### config.mk
export PLATFORM = sky130hd
export DESIGN_NAME = alu_issue_stage
export DESIGN_NICKNAME = d
export VERILOG_FILES = /design/src/rtl/alu_issue_stage.sv
export SDC_FILE = /design/constraint.sdc
export NUM_CORES = 1
export LEC_CHECK = 0
export BUFFER_PORTS_ARGS = -buffer_cell sky130_fd_sc_hd__clkbuf_2
export CORE_MARGIN = 5
export CORE_UTILIZATION = 49
export DETAILED_ROUTE_END_ITERATION = 7
export GPL_ROUTABILITY_DRIVEN = 0
export HOLD_SLACK_MARGIN = 0.08
export PLACE_DENSITY_LB_ADDON = 0.05
export SYNTH_ARGS = -nofsm -noshare
export SYNTH_HDL_FRONTEND = slang
export SYNTH_SLANG_ARGS = --single-unit
export TNS_END_PERCENT = 10
### constraint.sdc
create_clock -name clk -period 2.7 [get_ports clk]
set_input_delay 0.135 -clock clk [delete_from_list [all_inputs] [get_ports clk]]
set_output_delay 0.135 -clock clk [all_outputs]
set_load 0.01 [all_outputs]
### src/rtl/alu_issue_stage.sv
// -----------------------------------------------------------------------------
// alu_issue_stage
//
// Decode/issue stage feeding the ALU of the MIPS datapath. Decodes a 32-bit
// instruction together with the register-file read data into an ALU opcode,
// two operands and control bits, and registers the result into an ID/EX
// pipeline register with valid/ready flow control.
//
// ALU opcodes: 0 add, 1 sub, 2 and, 3 or, 4 sll, 5 srl, 6 slt.
//
// Optional feature macro: ALU_ISSUE_HAZARD_EN
//   defined   -> load-use interlock: an instruction that reads the register
//                being loaded by the lw currently held in EX is stalled, and
//                one bubble is inserted once EX consumes the lw.
//   undefined -> no interlock logic; software spaces load-use pairs.
//
// Parameters
//   DW  operand / register data width (must be at least 17)
//   RW  register index width
//
// Ports
//   clk          in   rising-edge clock
//   reset        in   synchronous active-high reset
//   id_valid     in   id_* carry a valid instruction and operands
//   id_ready     out  stage accepts id_* this cycle (combinational)
//   id_instr     in   instruction word
//   id_rs_data   in   register-file value of rs
//   id_rt_data   in   register-file value of rt
//   flush        in   drop the EX entry and any input accepted this cycle
//   ex_ready     in   EX consumes ex_* this cycle
//   ex_valid     out  ex_* hold a valid issued operation
//   ex_aluop     out  ALU opcode
//   ex_in1       out  ALU operand 1
//   ex_in2       out  ALU operand 2
//   ex_rt_data   out  rt value carried forward (store data)
//   ex_rd        out  destination register (0 = no write)
//   ex_regwrite  out  result is written back
//   ex_memread   out  lw
//   ex_memwrite  out  sw
//   ex_branch    out  beq, EX uses the ALU zero flag
//   ex_illegal   out  undecodable instruction, all other controls 0
// -----------------------------------------------------------------------------
module alu_issue_stage #(
    parameter int DW = 32,
    parameter int RW = 5
) (
    input  logic          clk,
    input  logic          reset,
    input  logic          id_valid,
    output logic          id_ready,
    input  logic [31:0]   id_instr,
    input  logic [DW-1:0] id_rs_data,
    input  logic [DW-1:0] id_rt_data,
    input  logic          flush,
    input  logic          ex_ready,
    output logic          ex_valid,
    output logic [2:0]    ex_aluop,
    output logic [DW-1:0] ex_in1,
    output logic [DW-1:0] ex_in2,
    output logic [DW-1:0] ex_rt_data,
    output logic [RW-1:0] ex_rd,
    output logic          ex_regwrite,
    output logic          ex_memread,
    output logic          ex_memwrite,
    output logic          ex_branch,
    output logic          ex_illegal
);

    typedef enum logic [2:0] {
        ALU_ADD = 3'd0,
        ALU_SUB = 3'd1,
        ALU_AND = 3'd2,
        ALU_OR  = 3'd3,
        ALU_SLL = 3'd4,
        ALU_SRL = 3'd5,
        ALU_SLT = 3'd6
    } alu_op_e;

    localparam logic [5:0] OP_RTYPE = 6'h00;
    localparam logic [5:0] OP_BEQ   = 6'h04;
    localparam logic [5:0] OP_ADDI  = 6'h08;
    localparam logic [5:0] OP_SLTI  = 6'h0A;
    localparam logic [5:0] OP_ANDI  = 6'h0C;
    localparam logic [5:0] OP_ORI   = 6'h0D;
    localparam logic [5:0] OP_LW    = 6'h23;
    localparam logic [5:0] OP_SW    = 6'h2B;

    localparam logic [5:0] FN_SLL   = 6'h00;
    localparam logic [5:0] FN_SRL   = 6'h02;
    localparam logic [5:0] FN_ADD   = 6'h20;
    localparam logic [5:0] FN_SUB   = 6'h22;
    localparam logic [5:0] FN_AND   = 6'h24;
    localparam logic [5:0] FN_OR    = 6'h25;
    localparam logic [5:0] FN_SLT   = 6'h2A;

    // Instruction fields
    logic [5:0]  opcode;
    logic [5:0]  funct;
    logic [15:0] imm;

    assign opcode = id_instr[31:26];
    assign funct  = id_instr[5:0];
    assign imm    = id_instr[15:0];

    logic [DW-1:0] imm_sext;
    logic [DW-1:0] imm_zext;
    logic [DW-1:0] shamt_zext;

    assign imm_sext   = {{(DW-16){imm[15]}}, imm};
    assign imm_zext   = {{(DW-16){1'b0}}, imm};
    assign shamt_zext = {{(DW-5){1'b0}}, id_instr[10:6]};

    // Decoded (combinational) view of the ID-side instruction
    alu_op_e       dec_aluop;
    logic [DW-1:0] dec_in1;
    logic [DW-1:0] dec_in2;
    logic [DW-1:0] dec_rt_data;
    logic [RW-1:0] dec_rd;
    logic          dec_regwrite;
    logic          dec_memread;
    logic          dec_memwrite;
    logic          dec_branch;
    logic          dec_illegal;

    // NOTE: every signal gets a default at the top of the block so that no
    // path through the case statements leaves it unassigned (no latches).
    always_comb begin
        dec_aluop    = ALU_ADD;
        dec_in1      = id_rs_data;
        dec_in2      = id_rt_data;
        dec_rt_data  = id_rt_data;
        dec_rd       = '0;
        dec_regwrite = 1'b0;
        dec_memread  = 1'b0;
        dec_memwrite = 1'b0;
        dec_branch   = 1'b0;
        dec_illegal  = 1'b0;

        case (opcode)
            OP_RTYPE: begin
                dec_rd       = RW'(id_instr[15:11]);
                dec_regwrite = 1'b1;
                case (funct)
                    FN_ADD: dec_aluop = ALU_ADD;
                    FN_SUB: dec_aluop = ALU_SUB;
                    FN_AND: dec_aluop = ALU_AND;
                    FN_OR:  dec_aluop = ALU_OR;
                    FN_SLT: dec_aluop = ALU_SLT;
                    // Shifts operate on rt by the literal shamt field
                    FN_SLL: begin
                        dec_aluop = ALU_SLL;
                        dec_in1   = id_rt_data;
                        dec_in2   = shamt_zext;
                    end
                    FN_SRL: begin
                        dec_aluop = ALU_SRL;
                        dec_in1   = id_rt_data;
                        dec_in2   = shamt_zext;
                    end
                    default: dec_illegal = 1'b1;
                endcase
            end
            OP_ADDI: begin
                dec_rd       = RW'(id_instr[20:16]);
                dec_regwrite = 1'b1;
                dec_in2      = imm_sext;
            end
            OP_SLTI: begin
                dec_rd       = RW'(id_instr[20:16]);
                dec_regwrite = 1'b1;
                dec_aluop    = ALU_SLT;
                dec_in2      = imm_sext;
            end
            OP_ANDI: begin
                dec_rd       = RW'(id_instr[20:16]);
                dec_regwrite = 1'b1;
                dec_aluop    = ALU_AND;
                dec_in2      = imm_zext;
            end
            OP_ORI: begin
                dec_rd       = RW'(id_instr[20:16]);
                dec_regwrite = 1'b1;
                dec_aluop    = ALU_OR;
                dec_in2      = imm_zext;
            end
            OP_LW: begin
                dec_rd       = RW'(id_instr[20:16]);
                dec_regwrite = 1'b1;
                dec_memread  = 1'b1;
                dec_in2      = imm_sext;
            end
            // sw and beq write no register, so rd stays 0
            OP_SW: begin
                dec_memwrite = 1'b1;
                dec_in2      = imm_sext;
            end
            OP_BEQ: begin
                dec_aluop  = ALU_SUB;
                dec_branch = 1'b1;
            end
            default: dec_illegal = 1'b1;
        endcase

        // An illegal instruction issues as a clean marker with every other
        // field zero, so nothing downstream can act on garbage.
        if (dec_illegal) begin
            dec_aluop    = ALU_ADD;
            dec_in1      = '0;
            dec_in2      = '0;
            dec_rt_data  = '0;
            dec_rd       = '0;
            dec_regwrite = 1'b0;
            dec_memread  = 1'b0;
            dec_memwrite = 1'b0;
            dec_branch   = 1'b0;
        end

        // $0 is hard-wired, a write to it is suppressed
        if (dec_rd == '0) begin
            dec_regwrite = 1'b0;
        end
    end

    // Load-use interlock
    logic stall;

`ifdef ALU_ISSUE_HAZARD_EN
    logic [RW-1:0] src_rs;
    logic [RW-1:0] src_rt;
    logic          rt_is_src;

    assign src_rs    = RW'(id_instr[25:21]);
    assign src_rt    = RW'(id_instr[20:16]);
    assign rt_is_src = (opcode == OP_RTYPE) || (opcode == OP_SW) || (opcode == OP_BEQ);

    // A lw in EX has not produced its data yet; hold any reader of its rd.
    assign stall = id_valid && ex_valid && ex_memread && (ex_rd != '0) &&
                   ((ex_rd == src_rs) || (rt_is_src && (ex_rd == src_rt)));
`else
    assign stall = 1'b0;
`endif

    assign id_ready = !stall && (ex_ready || !ex_valid);

    logic transfer;
    assign transfer = id_valid && id_ready;

    // ID/EX register. Priority: reset, flush, transfer, consume.
    // NOTE: sequential state uses non-blocking assignments only, so every
    // register samples the pre-edge values regardless of statement order.
    always_ff @(posedge clk) begin
        if (reset) begin
            ex_valid    <= 1'b0;
            ex_aluop    <= '0;
            ex_in1      <= '0;
            ex_in2      <= '0;
            ex_rt_data  <= '0;
            ex_rd       <= '0;
            ex_regwrite <= 1'b0;
            ex_memread  <= 1'b0;
            ex_memwrite <= 1'b0;
            ex_branch   <= 1'b0;
            ex_illegal  <= 1'b0;
        end else if (flush) begin
            // Dropping the entry only needs the valid bit; fields are don't-care
            ex_valid <= 1'b0;
        end else if (transfer) begin
            ex_valid    <= 1'b1;
            ex_aluop    <= dec_aluop;
            ex_in1      <= dec_in1;
            ex_in2      <= dec_in2;
            ex_rt_data  <= dec_rt_data;
            ex_rd       <= dec_rd;
            ex_regwrite <= dec_regwrite;
            ex_memread  <= dec_memread;
            ex_memwrite <= dec_memwrite;
            ex_branch   <= dec_branch;
            ex_illegal  <= dec_illegal;
        end else if (ex_valid && ex_ready) begin
            ex_valid <= 1'b0;
        end
    end

endmodule
==> impl_metrics.env, run 1 <==
export IMPL_num_vias=5741
export IMPL_cts_resized=0
export IMPL_grt_start_max_net_pins=118
export IMPL_die_height_um=114
export IMPL_root_buffer="clkbuf_8"
export IMPL_syn_instance_count=622
export IMPL_synth_top_area_share=0.417
export IMPL_layout_drive_gt1_share=0.333
export IMPL_worstMarginPinSlew_ps=664
export IMPL_timing_setup_critical_path_class="reg -> reg"
export IMPL_outcome="completed"
export IMPL_finalCriticalPeriod_ps=2360
export IMPL_coreArea_mm2=0.0107
export IMPL_yosys_warnings=0
export IMPL_postRouteAntennaNets=0
export IMPL_reg2reg_slack_ps=340
export IMPL_rsz0062_at_grt="no"
export IMPL_cpPeakStageDelay_ps=570
export IMPL_final_cells=972
export IMPL_start_kind="flop"
export IMPL_routed_wl_um=18000
export IMPL_slew_headroom=0.557
export IMPL_clock_skew_ps=6.85
export IMPL_cp_data_arrival_time_ps=2680
export IMPL_grt_overflow_total=0
export IMPL_avgSynthCellArea_um2=8.49
export IMPL_critical_path_top_delay_family="buffers and inverters"
export IMPL_worstSkewPairLatency_ps=370
export IMPL_yosys_top_cells_count="dfxtp_1, a21oi_1, nand2_1"
export IMPL_cts_tree="yes"
export IMPL_antenna_found_initial=0
export IMPL_p_leak_nw=2.73
export IMPL_fillers=955
export IMPL_ys_flop_type="dfxtp_1"
export IMPL_cts_htree_levels=3
export IMPL_drt_pass1_iter_count=5
export IMPL_cts_setup_buffers=0
export IMPL_drc_errors=0
export IMPL_initial_core_util=0.494
export IMPL_hold_violations=0
export IMPL_power_density_mw_per_mm2=458
export IMPL_tns_ps=0
export IMPL_async_flop_share=0
export IMPL_cts_buffers=9
export IMPL_dpl_hpwl_um=11900
export IMPL_synth_area_mm2=0.00528
export IMPL_synth_most_common_cell="dfxtp_1"
export IMPL_maxCapViolCount=0
export IMPL_rows=38
export IMPL_placedCellCount=914
export IMPL_synth_edf_count=0
export IMPL_boundaryPins=212
export IMPL_port_buffers=206
export IMPL_yosysSeqAreaShare=0.417
export IMPL_hold_path_class="in -> reg"
export IMPL_path_cells="nor2b_1 -> nor3b_2 -> buf_12 -> o2111ai_1 -> a31oi_1 -> dlygate4sd3_1"
export IMPL_crit_path_end_kind="flop"
export IMPL_synth_nets=723
export IMPL_layout_nets=928
export IMPL_finalCritPeriodShare=0.875
export IMPL_setup_viol=0
export IMPL_dieArea_mm2=0.0130
export IMPL_clock_fmax_mhz=423
export IMPL_slew_violations=0
export IMPL_cts_sinks=110
export IMPL_grt_pass1_wl_um=28700
export IMPL_antennaDiodeCount=0
export IMPL_path_clk_slew_ps=100
export IMPL_peakVddDrop_uv=241
export IMPL_area_growth_pct=32.8
export IMPL_grtUsageTotal=0.270
export IMPL_synthTopCellsByArea="dfxtp_1, a21oi_1, o211ai_1"
export IMPL_drt_iter0_drc=602
export IMPL_die_w_um=114
export IMPL_via_per_inst=5.91
export IMPL_path_max_fanout=117
export IMPL_grt_pass1_vias=5580
export IMPL_wire_per_inst_um=18.5
export IMPL_cp_slowest_cell="dlygate4sd3_1"
export IMPL_required_ps=3020
export IMPL_clockBufferDepth=2
export IMPL_cp_num_buf_inv=2
export IMPL_ys_types=50
export IMPL_hold_buffers=42
export IMPL_yosysTopAreaCell="dfxtp_1"
export IMPL_synth_ff_latch_count=110
[layout make-up]
type,instances,area (µm²),area share
Tap cell,140,175,0.0250
Sequential cell,110,2200,0.314
Clock inverter,6,83.8,0.0120
Inverter,3,11.3,0.00161
Multi-Input combinational cell,438,2760,0.393
Clock buffer,10,138,0.0196
Timing Repair Buffer,265,1640,0.234
[through the flow]
stage / instance area (µm²) / power, mW / util / hold slack (ps) / worst slack [ps]
5_1_grt: 7010 / 3.35 / 0.656 / 91.3 / 237
6_report: 7010 / 3.22 / 0.656 / 99.7 / 337
2_1_floorplan: 5280 / 1.90 / - / 214 / 760
3_5_place_dp: 6370 / 2.09 / 0.596 / 352 / 435
3_3_place_gp: 6370 / 2.08 / 0.596 / 344 / 502
4_1_cts: 7010 / 3.23 / 0.656 / 90.8 / 386
[routing by layer]
layer  track usage  routed length, µm  up-vias
li1              -                  -     2747
met1         0.360               7670     2703
met2         0.429               8270      251
met3        0.0536               1510       40
met4         0.114                524        0
met5             0                  0        -
[report_power, final]
| group | switching (mW) | internal (mW) |
|---|---|---|
| sequential | 0.0126 | 1.64 |
| combinational | 0.266 | 0.184 |
| clock | 0.561 | 0.547 |
| total | 0.839 | 2.38 |
[path summary, 6_finish.rpt]
check / start / endpoint / cells past startpoint
worst min register to register: ex_rt_data[6] / ex_rt_data[6] / 2
worst max register to register: ex_valid / ex_in2[15] / 6
worst min-delay path: id_instr[11] / ex_in2[11] / 3
worst max-delay path: ex_valid / ex_in2[15] / 6
[worst min-delay path, stage by stage]
cell and delay [ps]:
clkbuf_2 130, nand3_1 90, a31oi_1 70
[state kept, by name, summed over array words and instances, names as in the netlist]
register,flops
ex_in2,32
ex_memwrite,1
ex_in1,32
ex_illegal,1
ex_rd,5
ex_valid,1
ex_branch,1
ex_regwrite,1
ex_rt_data,32
ex_aluop,3
ex_memread,1
[cell families after synthesis]
kind of cell / share of synthesized area
simple gates: 0.130
compound gates: 0.319
flops: 0.417
mux: 0.0703
buf+inv: 0.0644
[layout by cell type, fill, tap and decap left out, drive strengths merged, types with 11 or more instances in the layout]
cell type    count
o21ai           13
mux2            33
clkbuf         215
a31oi           11
nor2            16
nand2           86
dlygate4sd3     42
a21oi          107
o2111ai         27
dfxtp          110
o211ai          66
nand3           19
buf             18
Power figures use the tool's default switching activity.
==> inputs of run 2 (changes only) <==
--- a/config.mk
+++ b/config.mk
@@ -6,12 +6,14 @@
 export NUM_CORES = 1
 export LEC_CHECK = 0
 export BUFFER_PORTS_ARGS = -buffer_cell sky130_fd_sc_hd__clkbuf_2
+export CORE_ASPECT_RATIO = 0.7
 export CORE_MARGIN = 5
-export CORE_UTILIZATION = 49
+export CORE_UTILIZATION = 53
 export DETAILED_ROUTE_END_ITERATION = 7
 export GPL_ROUTABILITY_DRIVEN = 0
 export HOLD_SLACK_MARGIN = 0.08
 export PLACE_DENSITY_LB_ADDON = 0.05
+export REMOVE_ABC_BUFFERS = 1
 export SYNTH_ARGS = -nofsm -noshare
 export SYNTH_HDL_FRONTEND = slang
 export SYNTH_SLANG_ARGS = --single-unit
==> constraint.sdc (replaced) <==
create_clock -name clk -period 3.05 [get_ports clk]
set_input_delay 0.1525 -clock clk [delete_from_list [all_inputs] [get_ports clk]]
set_output_delay 0.1525 -clock clk [all_outputs]
set_load 0.01 [all_outputs]
==> impl_metrics.env, run 2 (synthesis results as in run 1) <==
export IMPL_clock_skew_ps=3.28
export IMPL_rsz0062_at_grt="no"
export IMPL_hp_start="id_rt_data[24]"
export IMPL_mostFrequentLayoutCells="clkbuf_2, dfxtp_1, a21oi_1"
export IMPL_cp_data_arrival_time_ps=2330
export IMPL_dpl_instance_area_mm2=0.00631
export IMPL_cts_sinks=110
export IMPL_setup_viol=0
export IMPL_drt_pass1_iter_count=5
export IMPL_clock_fmax_mhz=484
export IMPL_wire_per_inst_um=18.1
export IMPL_drc_errors=0
export IMPL_power_density_mw_per_mm2=436
export IMPL_maxCapViolCount=0
export IMPL_biggestRegsByFlops="ex_in1: 32 flops, ex_in2: 32 flops, ex_rt_data: 32 flops"
export IMPL_rows=30
export IMPL_num_vias=5558
export IMPL_layout_nets=893
export IMPL_postRouteAntennaNets=0
export IMPL_port_buffers=206
export IMPL_fillers=840
export IMPL_routed_wl_um=16700
export IMPL_start_kind="flop"
export IMPL_slew_headroom=0.427
export IMPL_required_ps=3320
export IMPL_r2r_end="ex_in2[19]"
export IMPL_cts_setup_buffers=0
export IMPL_worstMarginPinSlew_ps=857
export IMPL_dpl_hpwl_um=11200
export IMPL_grt_start_max_net_pins=118
export IMPL_die_height_um=93.5
export IMPL_crit_path_end_kind="flop"
export IMPL_area_growth_pct=26.3
export IMPL_final_common_cell="clkbuf_2"
export IMPL_hold_violations=0
export IMPL_grt_pass1_wl_um=26600
export IMPL_final_area_mm2=0.00667
export IMPL_cts_tree="yes"
export IMPL_root_buffer="clkbuf_16"
export IMPL_die_w_um=129
export IMPL_drt_iter0_drc=411
export IMPL_coreArea_mm2=0.00972
export IMPL_finalCriticalPeriod_ps=2060
export IMPL_slew_violations=0
export IMPL_cts_htree_levels=3
export IMPL_outcome="completed"
export IMPL_worstSkewPairLatency_ps=350
export IMPL_p_leak_nw=2.58
export IMPL_setup_slack_ps=986
export IMPL_grt_overflow_total=0
export IMPL_peakVddDrop_uv=262
export IMPL_clockBufferDepth=2
export IMPL_antennaDiodeCount=0
export IMPL_initial_core_util=0.543
export IMPL_cts_buffers=9
export IMPL_dieArea_mm2=0.0121
export IMPL_grtUsageTotal=0.269
export IMPL_hold_depth=3
export IMPL_grt_pass1_vias=5343
export IMPL_placedCellCount=899
export IMPL_dp_slack_ps=780
export IMPL_worstHoldEndpoint="ex_in2[24]"
export IMPL_path_max_fanout=46
export IMPL_hold_path_class="in -> reg"
export IMPL_regToRegStartpoint="ex_valid"
export IMPL_antenna_found_initial=0
export IMPL_finalCritPeriodShare=0.677
export IMPL_reg2reg_slack_ps=990
export IMPL_via_per_inst=6.02
export IMPL_layout_drive_gt1_share=0.342
export IMPL_boundaryPins=212
export IMPL_reg2regPathDepth=6
export IMPL_final_cells=923
export IMPL_timing_setup_critical_path_class="reg -> reg"
export IMPL_path_clk_slew_ps=70
-- run 2: cell count changes in the layout (fill, tap and decap cells not counted), moves of 2 or more --
cell | previous run | this run
bufinv_16 | 2 | 0
clkinv_2 | 3 | 1
clkbuf_8 | 10 | 1
dlygate4sd3_1 | 42 | 10
clkbuf_16 | 0 | 9
clkinv_4 | 0 | 2
buf_12 | 5 | 2
-- run 2: critical path, stage by stage, from the launching register on --
cell	delay (ps)
dfxtp_1	340
nor2b_1	250
inv_1	90
nand3b_1	450
buf_4	530
a21oi_1	130
a21oi_1	170
-- run 2: final cells by class --
type                       instances  area [µm²]  share of cell area
sequential                       110        2200               0.330
multi-input combinational        438        2770               0.415
clock inverter                     3        22.5             0.00338
inverter                           3        11.3             0.00169
clock buffer                      11         243              0.0364
timing repair buffer             230        1260               0.189
tap                              128         160              0.0240
-- run 2: power by group --
part | switching [mW] | leakage (nW) | internal (mW) | total, mW
logic | 0.219 | 1.57 | 0.133 | 0.352
clock network | 0.520 | 0.131 | 0.570 | 1.09
registers | 0.0109 | 0.888 | 1.46 | 1.47
-- run 2: how the worst max path moves through the flow --
| stage | from | endpoint | depth (start not counted) |
|---|---|---|---|
| finish | ex_valid | ex_in2[19] | 6 |
| global route | ex_valid | ex_in2[20] | 6 |
| CTS | ex_valid | ex_in2[19] | 6 |
| detailed placement | id_instr[27] | ex_in1[14] | 7 |
| global placement | id_instr[27] | ex_aluop[0] | 7 |
| floorplan | ex_valid | ex_in2[0] | 4 |
-- run 2: layer usage --
metal	GRT usage	part of all wire	vias to the layer above
li1	-	-	2665
met1	0.347	0.43	2660
met4	0.0778	0.015	0
met3	0.0862	0.095	23
met5	0	0	-
met2	0.431	0.46	210
-- run 2: metrics by stage --
step	hold WS (ps)	utilization	setup TNS (ps)	power, mW
CTS	81.8	0.686	0	2.93
floorplan	222	-	-466980	1.65
global placement	357	0.649	0	1.83
finish	94.4	0.686	0	2.91
global route	99.5	0.686	0	3.02
detailed placement	373	0.649	0	1.84
-- run 2: repair_timing --
item                                   CTS  global route
endpoints found under the hold margin   10             0
hold buffers                            10             0
gates resized for setup                  0             0
==> inputs of run 3 (changes only) <==
--- a/config.mk
+++ b/config.mk
@@ -8,7 +8,7 @@
 export BUFFER_PORTS_ARGS = -buffer_cell sky130_fd_sc_hd__clkbuf_2
 export CORE_ASPECT_RATIO = 0.7
 export CORE_MARGIN = 5
-export CORE_UTILIZATION = 53
+export CORE_UTILIZATION = 44
 export DETAILED_ROUTE_END_ITERATION = 7
 export GPL_ROUTABILITY_DRIVEN = 0
 export HOLD_SLACK_MARGIN = 0.08
==> constraint.sdc (replaced) <==
create_clock -name clk -period 1.7 [get_ports clk]
set_input_delay 0.085 -clock clk [delete_from_list [all_inputs] [get_ports clk]]
set_output_delay 0.085 -clock clk [all_outputs]
set_load 0.01 [all_outputs]
==> impl_metrics.env, run 3 (synthesis results as in run 1) <==
export IMPL_dpl_instance_area_mm2=0.00676
export IMPL_finalCritPeriodShare=1.01
export IMPL_use_met2=0.413
export IMPL_num_vias=5861
export IMPL_clock_skew_ps=6.70
export IMPL_grt_pass1_wl_um=28800
export IMPL_rsz0062_at_grt="yes"
export IMPL_maxCapViolCount=0
export IMPL_coreArea_mm2=0.0117
export IMPL_slew_violations=0
export IMPL_layout_nets=974
export IMPL_peakVddDrop_uv=490
export IMPL_drt_iter0_drc=318
export IMPL_setup_viol=7
export IMPL_area_growth_pct=44.1
export IMPL_clockBufferDepth=2
export IMPL_boundaryPins=212
export IMPL_hold_violations=0
export IMPL_path_clk_slew_ps=70
export IMPL_via_per_inst=5.66
export IMPL_final_common_cell="clkbuf_2"
export IMPL_finalCriticalPeriod_ps=1720
export IMPL_mostFrequentLayoutCells="clkbuf_2, dfxtp_1, a21oi_1"
export IMPL_worstMarginPinSlew_ps=948
export IMPL_cp_slowest_cell="nor2_2"
export IMPL_die_w_um=141
export IMPL_wire_per_inst_um=17.7
export IMPL_hold_path_class="in -> reg"
export IMPL_slew_headroom=0.367
export IMPL_rows=33
export IMPL_biggestRegsByFlops="ex_in1: 32 flops, ex_in2: 32 flops, ex_rt_data: 32 flops"
export IMPL_start_kind="primary input"
export IMPL_cts_sinks=110
export IMPL_dpl_hpwl_um=12300
export IMPL_initial_core_util=0.450
export IMPL_root_buffer="clkbuf_16"
export IMPL_final_area_mm2=0.00761
export IMPL_power_density_mw_per_mm2=721
export IMPL_routed_wl_um=18400
export IMPL_postRouteAntennaNets=0
export IMPL_setup_slack_ps=-23.8
export IMPL_required_ps=1970
export IMPL_cts_htree_levels=3
export IMPL_cts_buffers=9
export IMPL_grtUsageTotal=0.244
export IMPL_use_met1=0.315
export IMPL_cpPeakStageDelay_ps=750
export IMPL_layout_drive_gt1_share=0.363
export IMPL_drt_pass1_iter_count=4
export IMPL_die_height_um=102
export IMPL_outcome="complete, but fails checks"
export IMPL_cp_data_arrival_time_ps=1990
export IMPL_grt_start_max_net_pins=103
export IMPL_antenna_found_initial=0
export IMPL_cts_tree="yes"
export IMPL_timing_setup_critical_path_class="in -> reg"
export IMPL_antennaDiodeCount=0
export IMPL_grt_overflow_total=0
export IMPL_p_leak_nw=3.02
export IMPL_clock_fmax_mhz=580
export IMPL_total_power_mw=5.49
export IMPL_dp_slack_ps=-342
export IMPL_dieArea_mm2=0.0143
export IMPL_worstSkewPairLatency_ps=340
export IMPL_drc_errors=0
export IMPL_use_met3=0.0642
export IMPL_port_buffers=206
export IMPL_crit_path_end_kind="flop"
export IMPL_violations="setup timing"
export IMPL_path_cells="clkbuf_2 -> or2_2 -> nor4_4 -> buf_4 -> clkbuf_16 -> nor2_2 -> o2111ai_1 -> a21oi_1"
export IMPL_path_max_fanout=16
export IMPL_grt_pass1_vias=5806
export IMPL_top_usage_layer="met2"
## run 3: changes by cell type in the layout (fill, tap and decap cells not counted), sizes merged
| cell | before | now |
|---|---|---|
| buf | 15 | 56 |
| clkbuf | 216 | 218 |
| clkinv | 3 | 2 |
| clkinvlp | 0 | 1 |
| dlygate4sd3 | 10 | 48 |
| inv | 3 | 4 |
| nor2 | 16 | 17 |
## run 3: metrics by stage
step | setup TNS [ps] | cells | hold slack, ps | utilization
global route | -1100 | 1035 | 184 | 0.649
global placement | -22040 | 967 | 291 | 0.577
CTS | 0 | 1031 | 135 | 0.642
finish | -75.2 | 1035 | 135 | 0.649
detailed placement | -25950 | 967 | 317 | 0.577
floorplan | -614130 | 551 | 154 | -
## run 3: critical path: cells and delay by family
kind | cells | cell delay, ps
compound gates | 2 | 410
simple gates | 3 | 1030
buf+inv | 3 | 450
## run 3: repair_timing
| item | 4_1_cts | 5_1_grt |
|---|---|---|
| resized for setup | 0 | 9 |
| endpoints found under the hold margin | 64 | 0 |
| buffers inserted | 0 | 2 |
| hold buffers | 48 | 0 |
| setup endpoints to repair | 0 | 35 |
## run 3: power breakdown
| group | leakage, nW | total, mW | internal [mW] | switching [mW] |
|---|---|---|---|---|
| registers | 0.888 | 2.63 | 2.61 | 0.0204 |
| logic | 1.99 | 0.800 | 0.367 | 0.433 |
| clock network | 0.139 | 2.05 | 1.08 | 0.971 |
| total | 3.02 | 5.49 | 4.06 | 1.42 |
## run 3: path summary, 6_finish.rpt
path	start	end	slack [ps]	cells after the start
worst min register to register	ex_rt_data[1]	ex_rt_data[1]	450	2
worst max register to register	ex_valid	ex_in2[11]	70	6
worst max-delay path	id_instr[26]	ex_in2[29]	-20	8
worst min-delay path	id_instr[18]	ex_rd[2]	140	4
## run 3: layer usage
layer | part of all wire | wire length (µm)
met1 | 0.45 | 8200
met2 | 0.46 | 8510
met3 | 0.079 | 1440
met4 | 0.011 | 205
met5 | 0 | 0
## run 3: area by class of cell
cell class,instances,area (µm²)
Clock inverter,4,30.0
Inverter,3,11.3
Clock buffer,12,256
Multi-Input combinational cell,439,2790
Fill cell,1025,4120
Sequential cell,110,2200
Tap cell,157,196
Timing Repair Buffer,310,2120
